--- src/rtl/mult_seq_ctrl_if.sv ---
// Handshake and operand/result bundle for the sequential multiplier.
// The master drives the request side and the slave returns the product.
interface mult_seq_ctrl_if #(
  parameter int WIDTH = 32
) ();
  logic             start;
  logic             signedMode;
  logic [WIDTH-1:0] op1;
  logic [WIDTH-1:0] op2;
  logic             busy;
  logic             done;
  logic [WIDTH-1:0] hi;
  logic [WIDTH-1:0] lo;

  modport master (
    output start, signedMode, op1, op2,
    input  busy, done, hi, lo
  );

  modport slave (
    input  start, signedMode, op1, op2,
    output busy, done, hi, lo
  );
endinterface

--- src/rtl/mult_seq_ctrl.sv ---
// Sequential shift-add multiplier with a fixed latency of WIDTH+2 cycles.
// Signed operands are multiplied as magnitudes and the product is negated at the end.
//
// state | meaning
// IDLE  | waiting for start; result registers hold
// RUN   | one add/shift step per cycle, WIDTH steps
// FIN   | apply sign, load hi/lo, pulse done
module mult_seq_ctrl #(
  parameter int WIDTH = 32
) (
  input  logic         clk,
  input  logic         rst_n,
  mult_seq_ctrl_if.slave bus
);

  localparam int CNT_W = $clog2(WIDTH) + 1;

  typedef enum logic [1:0] {
    IDLE = 2'd0,
    RUN  = 2'd1,
    FIN  = 2'd2
  } stateT;

  stateT              state;
  stateT              nextState;
  logic [WIDTH-1:0]   mcand;
  logic [WIDTH-1:0]   mplier;
  logic [2*WIDTH-1:0] acc;
  logic [CNT_W-1:0]   cnt;
  logic               negFlag;
  logic               busyReg;
  logic               doneReg;
  logic [WIDTH-1:0]   hiReg;
  logic [WIDTH-1:0]   loReg;

  logic               busyNext;
  logic               doneNext;
  logic               accept;
  logic [WIDTH-1:0]   mag1;
  logic [WIDTH-1:0]   mag2;
  logic [WIDTH:0]     stepSum;
  logic [2*WIDTH-1:0] result;

  always_ff @(posedge clk or negedge rst_n) begin
    if (!rst_n) begin
      state   <= IDLE;
      busyReg <= 1'b0;
      doneReg <= 1'b0;
    end else begin
      state   <= nextState;
      busyReg <= busyNext;
      doneReg <= doneNext;
    end
  end

  always_comb begin
    nextState = state;
    busyNext  = busyReg;
    doneNext  = 1'b0;
    accept    = 1'b0;
    case (state)
      IDLE: begin
        if (bus.start) begin
          nextState = RUN;
          busyNext  = 1'b1;
          accept    = 1'b1;
        end
      end
      RUN: begin
        if (cnt == CNT_W'(WIDTH - 1)) begin
          nextState = FIN;
        end
      end
      FIN: begin
        nextState = IDLE;
        busyNext  = 1'b0;
        doneNext  = 1'b1;
      end
      default: begin
        nextState = IDLE;
        busyNext  = 1'b0;
      end
    endcase
  end

  // The most negative value maps onto itself, which is its correct unsigned magnitude.
  always_comb begin
    mag1 = bus.op1;
    mag2 = bus.op2;
    if (bus.signedMode && bus.op1[WIDTH-1]) begin
      mag1 = ~bus.op1 + WIDTH'(1);
    end
    if (bus.signedMode && bus.op2[WIDTH-1]) begin
      mag2 = ~bus.op2 + WIDTH'(1);
    end
  end

  // The carry-out of the upper-half add becomes the new MSB after the shift.
  always_comb begin
    stepSum = {1'b0, acc[2*WIDTH-1:WIDTH]};
    if (mplier[0]) begin
      stepSum = {1'b0, acc[2*WIDTH-1:WIDTH]} + {1'b0, mcand};
    end
  end

  always_comb begin
    result = acc;
    if (negFlag) begin
      result = ~acc + (2*WIDTH)'(1);
    end
  end

  always_ff @(posedge clk or negedge rst_n) begin
    if (!rst_n) begin
      mcand   <= '0;
      mplier  <= '0;
      acc     <= '0;
      cnt     <= '0;
      negFlag <= 1'b0;
      hiReg   <= '0;
      loReg   <= '0;
    end else if (accept) begin
      mcand   <= mag1;
      mplier  <= mag2;
      acc     <= '0;
      cnt     <= '0;
      negFlag <= bus.signedMode & (bus.op1[WIDTH-1] ^ bus.op2[WIDTH-1]);
    end else if (state == RUN) begin
      acc    <= {stepSum, acc[WIDTH-1:1]};
      mplier <= {1'b0, mplier[WIDTH-1:1]};
      cnt    <= cnt + CNT_W'(1);
    end else if (state == FIN) begin
      hiReg <= result[2*WIDTH-1:WIDTH];
      loReg <= result[WIDTH-1:0];
    end
  end

  assign bus.busy = busyReg;
  assign bus.done = doneReg;
  assign bus.hi   = hiReg;
  assign bus.lo   = loReg;

endmodule

--- src/flat_wrapper.sv ---
// flat-port wrapper written by rule: the top's interface ports become plain ports
module mult_seq_ctrl_flat 
#(
  parameter int WIDTH = 32
)
  (clk, rst_n, bus_start, bus_signedMode, bus_op1, bus_op2, bus_busy, bus_done, bus_hi, bus_lo);
  mult_seq_ctrl_if #(.WIDTH(WIDTH)) bus_i ();
  input  logic clk;
  input  logic rst_n;
  input wire logic [$bits(bus_i.start)-1:0] bus_start;
  input wire logic [$bits(bus_i.signedMode)-1:0] bus_signedMode;
  input wire logic [$bits(bus_i.op1)-1:0] bus_op1;
  input wire logic [$bits(bus_i.op2)-1:0] bus_op2;
  output wire logic [$bits(bus_i.busy)-1:0] bus_busy;
  output wire logic [$bits(bus_i.done)-1:0] bus_done;
  output wire logic [$bits(bus_i.hi)-1:0] bus_hi;
  output wire logic [$bits(bus_i.lo)-1:0] bus_lo;
  assign bus_i.start = bus_start;
  assign bus_i.signedMode = bus_signedMode;
  assign bus_i.op1 = bus_op1;
  assign bus_i.op2 = bus_op2;
  assign bus_busy = bus_i.busy;
  assign bus_done = bus_i.done;
  assign bus_hi = bus_i.hi;
  assign bus_lo = bus_i.lo;
  mult_seq_ctrl #(.WIDTH(WIDTH)) u_core (.clk(clk), .rst_n(rst_n), .bus(bus_i));
endmodule
--- config.mk ---
export PLATFORM = sky130hd
export DESIGN_NAME = mult_seq_ctrl_flat
export DESIGN_NICKNAME = d
export VERILOG_FILES = /design/src/rtl/mult_seq_ctrl_if.sv /design/src/rtl/mult_seq_ctrl.sv /design/src/flat_wrapper.sv
export SDC_FILE = /design/constraint.sdc
export NUM_CORES = 1
export LEC_CHECK = 0
export ABC_AREA = 0
export BUFFER_PORTS_ARGS = -buffer_cell sky130_fd_sc_hd__buf_2
export CAP_MARGIN = 20
export CORE_MARGIN = 2
export CORE_UTILIZATION = 55
export CTS_CLUSTER_SIZE = 30
export DETAILED_ROUTE_END_ITERATION = 10
export GPL_TIMING_DRIVEN = 0
export PLACE_DENSITY = 0.76
export SLEW_MARGIN = 5
export SYNTH_ARGS = -nofsm -noshare
export SYNTH_HDL_FRONTEND = slang
export SYNTH_SLANG_ARGS = --single-unit
export TNS_END_PERCENT = 30
--- constraint.sdc ---
create_clock -name clk -period 7.3 [get_ports clk]
set_clock_uncertainty 0.1 [all_clocks]
set_input_delay 0.365 -clock clk [delete_from_list [all_inputs] [get_ports clk]]
set_output_delay 0.365 -clock clk [all_outputs]
set_load 0.02 [all_outputs]
==> results of run 1 <==
-- critical path, delay by kind of cell, from the launching register on --
kind,cells,cell delay (ns)
flip-flops,1,0.36
XOR/XNOR,1,0.28
AO/OA/AOI/OAI,2,0.53
AND/OR/NAND/NOR,4,1.84
buffers and inverters,1,0.17
-- where the power goes --
group	leakage [nW]	total (mW)	switching, mW	internal [mW]
combinational	3.12	2.86	1.74	1.13
clock	0.374	1.16	0.465	0.696
sequential	2.64	1.98	0.465	1.52
total	6.13	6.01	2.67	3.34
-- final timing paths --
path	start	endpoint	slack, ns	cells after the start
max	u_core.acc[26]	u_core.bus.hi[31]	3.88	8
min in group asynchronous	rst_n	u_core.bus.lo[19]	0.37	2
min reg2reg	u_core.bus.lo[8]	u_core.bus.lo[8]	0.37	2
max in group asynchronous	rst_n	u_core.mcand[28]	5.76	3
max reg2reg	u_core.acc[26]	u_core.bus.hi[31]	3.88	8
min	bus_op1[1]	u_core.mcand[1]	0.03	3
-- area by class of cell --
type,count,area (sq um)
clock buffer,28,603
multi-input combinational,1041,6590
fill,1839,7770
buffer,82,353
inverter,19,71.3
clock inverter,12,156
timing repair buffer,135,713
sequential,203,5080
tap,280,350
-- cell families (layout without fill, tap and decap cells) --
| family | after synthesis | after routing | synth area share, % |
|---|---|---|---|
| multiplexers | 9 | 9 | 0.745 |
| buffers and inverters | 101 | 276 | 3.51 |
| adder cells (fa/ha/maj) | 37 | 37 | 3.89 |
| flip-flops | 203 | 203 | 42.0 |
| AO/OA/AOI/OAI | 474 | 474 | 24.3 |
| AND/OR/NAND/NOR | 368 | 368 | 14.5 |
| XOR/XNOR | 153 | 153 | 11.1 |
-- what timing repair did --
action	4_1_cts	5_1_grt
setup endpoints to repair	0	0
hold endpoints to repair	102	0
hold buffers	1	0
-- synth_stat cells, drive strengths merged, types with 5 or more instances --
cell type / instances / area share [%]
a21oi: 70 / 2.9
a22o: 30 / 2.2
and3: 6 / 0.31
o31ai: 39 / 2.5
clkbuf: 72 / 2.4
nor3: 25 / 1.2
mux2i: 9 / 0.74
a22oi: 35 / 2.2
ha: 36 / 3.7
a21o: 11 / 0.68
or4: 13 / 0.93
o21a: 8 / 0.50
nand2: 190 / 5.9
a31oi: 14 / 0.72
nor2: 52 / 1.6
o21bai: 5 / 0.31
o21ai: 199 / 8.2
dfrtp: 203 / 42
buf: 8 / 0.36
xor2: 103 / 7.5
nand3: 14 / 0.58
inv: 18 / 0.56
nor4: 14 / 1.0
or3: 18 / 1.0
nand4: 16 / 0.83
o41ai: 16 / 1.3
nand2b: 7 / 0.36
xnor2: 50 / 3.6
o22ai: 30 / 1.6
-- layout by cell type (no fill, tap or decap), drive strengths merged, types with 14 or more instances in the layout --
cell type / count
ha: 36
nand3: 14
o41ai: 16
a22oi: 35
a22o: 30
or3: 18
nor4: 14
clkbuf: 100
nand4: 16
a21oi: 70
o22ai: 30
a31oi: 14
xnor2: 50
inv: 19
nor2: 52
nand2: 190
o31ai: 39
nor3: 25
o21ai: 199
dfrtp: 203
xor2: 103
buf: 142
-- registers in the layout, summed over array words and instances (netlist names) --
register         flops
u_core.acc          64
u_core.negFlag       1
u_core.bus.lo       32
u_core.mcand        32
u_core.mplier       32
u_core.bus.hi       32
u_core.bus.done      1
u_core.state         2
u_core.cnt           6
u_core.bus.busy      1
-- per-layer routing --
metal,up-vias,routed length (microns)
li1,5216,-
met1,5132,15300
met2,364,14700
met3,61,1820
met4,0,731
met5,-,0
==> flow_metrics.py, run 1 <==
metrics = {
    "power_and_ir_drop": {
        "ir_worst_vdd_mv": 0.163,
        "powerDensity_nw_per_um2": 432,
        "power.leakage_nw": 6.13,
        "totalPowerFinal_mw": 6.01,
    },
    "cts": {
        "clk_latency_ns": 0.52,
        "path_clk_slew_ns": 0.06,
        "cts.path.max_buffers": 3,
        "htreeDepth": 1,
        "clockRootBuffer": "clkbuf_16",
        "cts-buffers-inserted": 22,
        "cts_sinks": 203,
        "post-cts-setup-buffer-count": 0,
        "cts_tree": "done",
        "post_cts_resized": 0,
    },
    "floorplanning": {
        "die_area_sq_um": 23200,
        "ioPinCount": 134,
        "start_util_pct": 55.8,
        "chipWidth_microns": 152,
        "rows": 54,
        "core_sq_um": 21700,
        "die_h_microns": 152,
    },
    "critical_path": {
        "setup.worst_path.start_class": "flip-flop",
        "cp_slowest_cell": "nor4b_1",
        "crit_fanout": 7,
        "critical_path_class": "flip-flop to flip-flop",
        "critPathMaxStageDelay_ns": 0.67,
        "crit_required_ns": 7.58,
        "crit_chain": "clkbuf_1, nor4_1, and3_1, nor4b_1, nand3_1, o31ai_1, xor2_1, o21ai_1",
        "critPathArrivalTime_ns": 3.70,
        "endpoint_kind": "flip-flop",
    },
    "grt": {
        "grt_use_total_pct": 27.2,
        "grt_pass1_wl_microns": 52000,
        "grt_use_met3_pct": 3.04,
        "grt_pass1_vias": 10200,
        "antenna_found_initial": 0,
        "gr-total-overflow": 0,
        "grt_start_max_net_pins": 104,
        "grt.met2_usage_pct": 43.3,
        "busiest_layer": "met2",
        "grt_util_met1_pct": 39.8,
    },
    "detailed_routing": {
        "first_iter_violations": 672,
        "ant_nets": 0,
        "wirelength_microns": 32500,
        "vias": 10800,
        "routed_via_density": 5.99,
        "drt_first_pass_iters": 5,
        "wl_per_cell_microns": 18.1,
        "drcViolationCount": 0,
    },
    "synth": {
        "synthFlopType": "dfrtp_1",
        "synth.avg_cell_area_sq_um": 8.99,
        "synth_fp_nets": 1450,
        "synthCells": 1345,
        "synth_async_sr_flop_share_pct": 100,
        "syn_area_sq_um": 12100,
        "yosysSeqAreaShare_pct": 42.0,
        "ys_warn_count": 0,
        "synth_edf_count": 0,
        "ys_types": 65,
        "synth.ff_latch_count": 203,
    },
    "timing": {
        "rsz0062_at_grt": "false",
        "layout_min_cycle_time_ns": 3.42,
        "timing.hold.ws_ns": 0.0321,
        "tns_ns": 0,
        "finalCritPeriodShare_pct": 46.9,
        "max_freq_mhz": 292,
        "setup_ws_ns": 3.88,
        "drv_slew": 0,
        "max_slew_margin_pct": 25.7,
        "hold_viol": 0,
        "setup_viol": 0,
        "tightest_slew_ns": 1.11,
    },
    "layout": {
        "syn_to_final_growth_pct": 15.1,
        "finalInstanceArea_sq_um": 13900,
        "num-nets-final": 1609,
        "fin_util_pct": 64.2,
        "drive_gt1_share_pct": 13.1,
        "insertedDiodeCount": 0,
        "stdcell_count": 1800,
    },
    "placement": {
        "place_area_sq_um": 13200,
        "port_buffers": 133,
        "place_congestion": 0.936,
        "dpl.hpwl_microns": 24600,
        "dp.cells": 1759,
        "place_ws_ns": 4.01,
    },
    "status": {
        "status": "finished clean",
    },
    "min_path": {
        "hold_path_class": "input port to flip-flop",
    },
    "job": {
        "maxCapViolCount": 0,
    },
}
Power figures use the tool's default switching activity.
==> run 2, diff against run 1 <==
--- a/config.mk
+++ b/config.mk
@@ -9,11 +9,11 @@
 export BUFFER_PORTS_ARGS = -buffer_cell sky130_fd_sc_hd__buf_2
 export CAP_MARGIN = 20
 export CORE_MARGIN = 2
-export CORE_UTILIZATION = 55
+export CORE_UTILIZATION = 54
 export CTS_CLUSTER_SIZE = 30
 export DETAILED_ROUTE_END_ITERATION = 10
 export GPL_TIMING_DRIVEN = 0
-export PLACE_DENSITY = 0.76
+export PLACE_DENSITY = 0.77
 export SLEW_MARGIN = 5
 export SYNTH_ARGS = -nofsm -noshare
 export SYNTH_HDL_FRONTEND = slang
==> constraint.sdc (replaced) <==
create_clock -name clk -period 3.1 [get_ports clk]
set_clock_uncertainty 0.1 [all_clocks]
set_input_delay 0.155 -clock clk [delete_from_list [all_inputs] [get_ports clk]]
set_output_delay 0.155 -clock clk [all_outputs]
set_load 0.02 [all_outputs]
==> flow_metrics.py, run 2 (synthesized netlist as in run 1, its figures left out) <==
metrics = {
    "cts": {
        "post-cts-setup-buffer-count": 0,
        "cts_sinks": 203,
        "clk_latency_ns": 0.51,
        "cts_tree": "done",
        "path_clk_slew_ns": 0.07,
        "cts-buffers-inserted": 21,
        "htreeDepth": 1,
        "cts.path.max_buffers": 3,
        "clockRootBuffer": "clkbuf_16",
    },
    "layout": {
        "top_register": "u_core.acc",
        "largest_reg_flops": 64,
        "insertedDiodeCount": 0,
        "num-nets-final": 1677,
        "drive_gt1_share_pct": 12.9,
        "final_common_cell": "dfrtp_1",
        "syn_to_final_growth_pct": 21.2,
        "stdcell_count": 1866,
        "finalInstanceArea_sq_um": 14700,
        "fin_util_pct": 67.0,
        "layout_common_cells": "dfrtp_1 (203), nand2_1 (190), o21ai_0 (183)",
    },
    "grt": {
        "grt.met2_usage_pct": 47.3,
        "grt_pass1_vias": 11000,
        "grt_use_total_pct": 28.6,
        "grt_start_max_net_pins": 112,
        "grt_pass1_wl_microns": 55600,
        "antenna_found_initial": 0,
        "grt_use_met3_pct": 3.27,
        "grt_util_met1_pct": 40.2,
        "busiest_layer": "met2",
        "gr-total-overflow": 0,
    },
    "floorplanning": {
        "die_area_sq_um": 23600,
        "rows": 54,
        "die_h_microns": 154,
        "core_sq_um": 21900,
        "start_util_pct": 55.3,
        "chipWidth_microns": 154,
        "ioPinCount": 134,
    },
    "timing": {
        "max_slew_margin_pct": 30.0,
        "tightest_slew_ns": 1.04,
        "drv_slew": 0,
        "tns_ns": 0,
        "layout_min_cycle_time_ns": 2.96,
        "rsz0062_at_grt": "false",
        "hold_viol": 0,
        "setup_viol": 0,
        "max_freq_mhz": 338,
        "finalCritPeriodShare_pct": 95.5,
    },
    "min_path": {
        "hold_path_class": "input port to flip-flop",
        "hold_path.startpoint": "bus_op2[3]",
    },
    "power_and_ir_drop": {
        "ir_worst_vdd_mv": 0.446,
        "clkPwrFrac_pct": 19.4,
        "powerDensity_nw_per_um2": 979,
        "seqPwrFrac_pct": 32.5,
        "intPower_mw": 8.03,
        "comb_power_share_pct": 48.1,
        "power.leakage_nw": 6.42,
        "p_switching_mw": 6.32,
        "swShare_pct": 44.0,
    },
    "detailed_routing": {
        "ant_nets": 0,
        "vias": 11100,
        "wirelength_microns": 34100,
        "wl_per_cell_microns": 18.3,
        "routed_via_density": 5.94,
        "drt_first_pass_iters": 5,
        "drcViolationCount": 0,
        "first_iter_violations": 703,
    },
    "critical_path": {
        "setup.worst_path.start_class": "flip-flop",
        "critical_path_class": "flip-flop to flip-flop",
        "regToRegStartpoint": "u_core.acc[32]",
        "critical_path.startpoint": "u_core.acc[32]",
        "crit_required_ns": 3.37,
        "critPathArrivalTime_ns": 3.23,
        "crit_fanout": 6,
        "endpoint_kind": "flip-flop",
    },
    "placement": {
        "place_congestion": 0.911,
        "place_area_sq_um": 13200,
        "dpl.hpwl_microns": 24700,
        "dp.cells": 1759,
        "port_buffers": 133,
    },
    "status": {
        "status": "finished clean",
    },
    "job": {
        "maxCapViolCount": 0,
    },
}
[run 2: layout make-up]
type,instances,area (sq um)
Sequential cell,203,5080
Clock inverter,11,190
Buffer,82,353
Clock buffer,26,564
Inverter,19,71.3
Fill cell,1828,7230
Multi-Input combinational cell,1041,6650
Timing Repair Buffer,204,1400
Tap cell,280,350
[run 2: layer usage]
metal	wire length (microns)	share of wire [%]
met2	15900	47
met5	0	0
met1	15300	45
met4	744	2.2
met3	2140	6.3
[run 2: power groups by stage]
stage	clock network [mW]	registers (mW)	logic (mW)
floorplan	0	4.37	4.98
global placement	0	4.60	6.47
detailed placement	0	4.65	6.62
CTS	2.80	4.62	6.78
global route	2.91	4.76	7.73
finish	2.78	4.66	6.91
[run 2: final timing paths]
kind	to	slack, ns	cells past startpoint
worst max-delay path	u_core.acc[59]	0.14	10
worst min-delay path	u_core.mplier[3]	0.02	4
worst max register to register	u_core.acc[59]	0.14	10
worst min register to register	u_core.bus.lo[16]	0.37	2
max in group asynchronous	u_core.mcand[26]	1.75	3
min in group asynchronous	u_core.bus.lo[19]	0.20	2
[run 2: timing repair]
item | CTS | global route
hold buffers | 70 | 0
endpoints found under the setup margin | 5 | 11
resized for setup | 2 | 8
pin swaps | 0 | 0
hold endpoints to repair | 174 | 0
[run 2: worst max-delay path, cell delays in order (launching register included)]
cell and delay [ns]:
dfrtp_1 0.49, ha_1 0.25, inv_1 0.07, fa_1 0.41, nor2b_1 0.18, o2111ai_1 0.24
a211oi_2 0.32, o21ai_1 0.20, o31ai_2 0.32, xnor2_1 0.16, o21ai_0 0.09
[run 2: metrics by stage]
step	hold WS (ns)	worst slack (ns)	power, mW
after floorplan	-0.241	0.504	9.35
after global placement	0.351	-1.48	11.1
after detailed placement	0.173	-0.181	11.3
after CTS	0.00313	0.0342	14.2
after global routing	0.0513	0.0136	15.4
final	0.0200	0.140	14.3
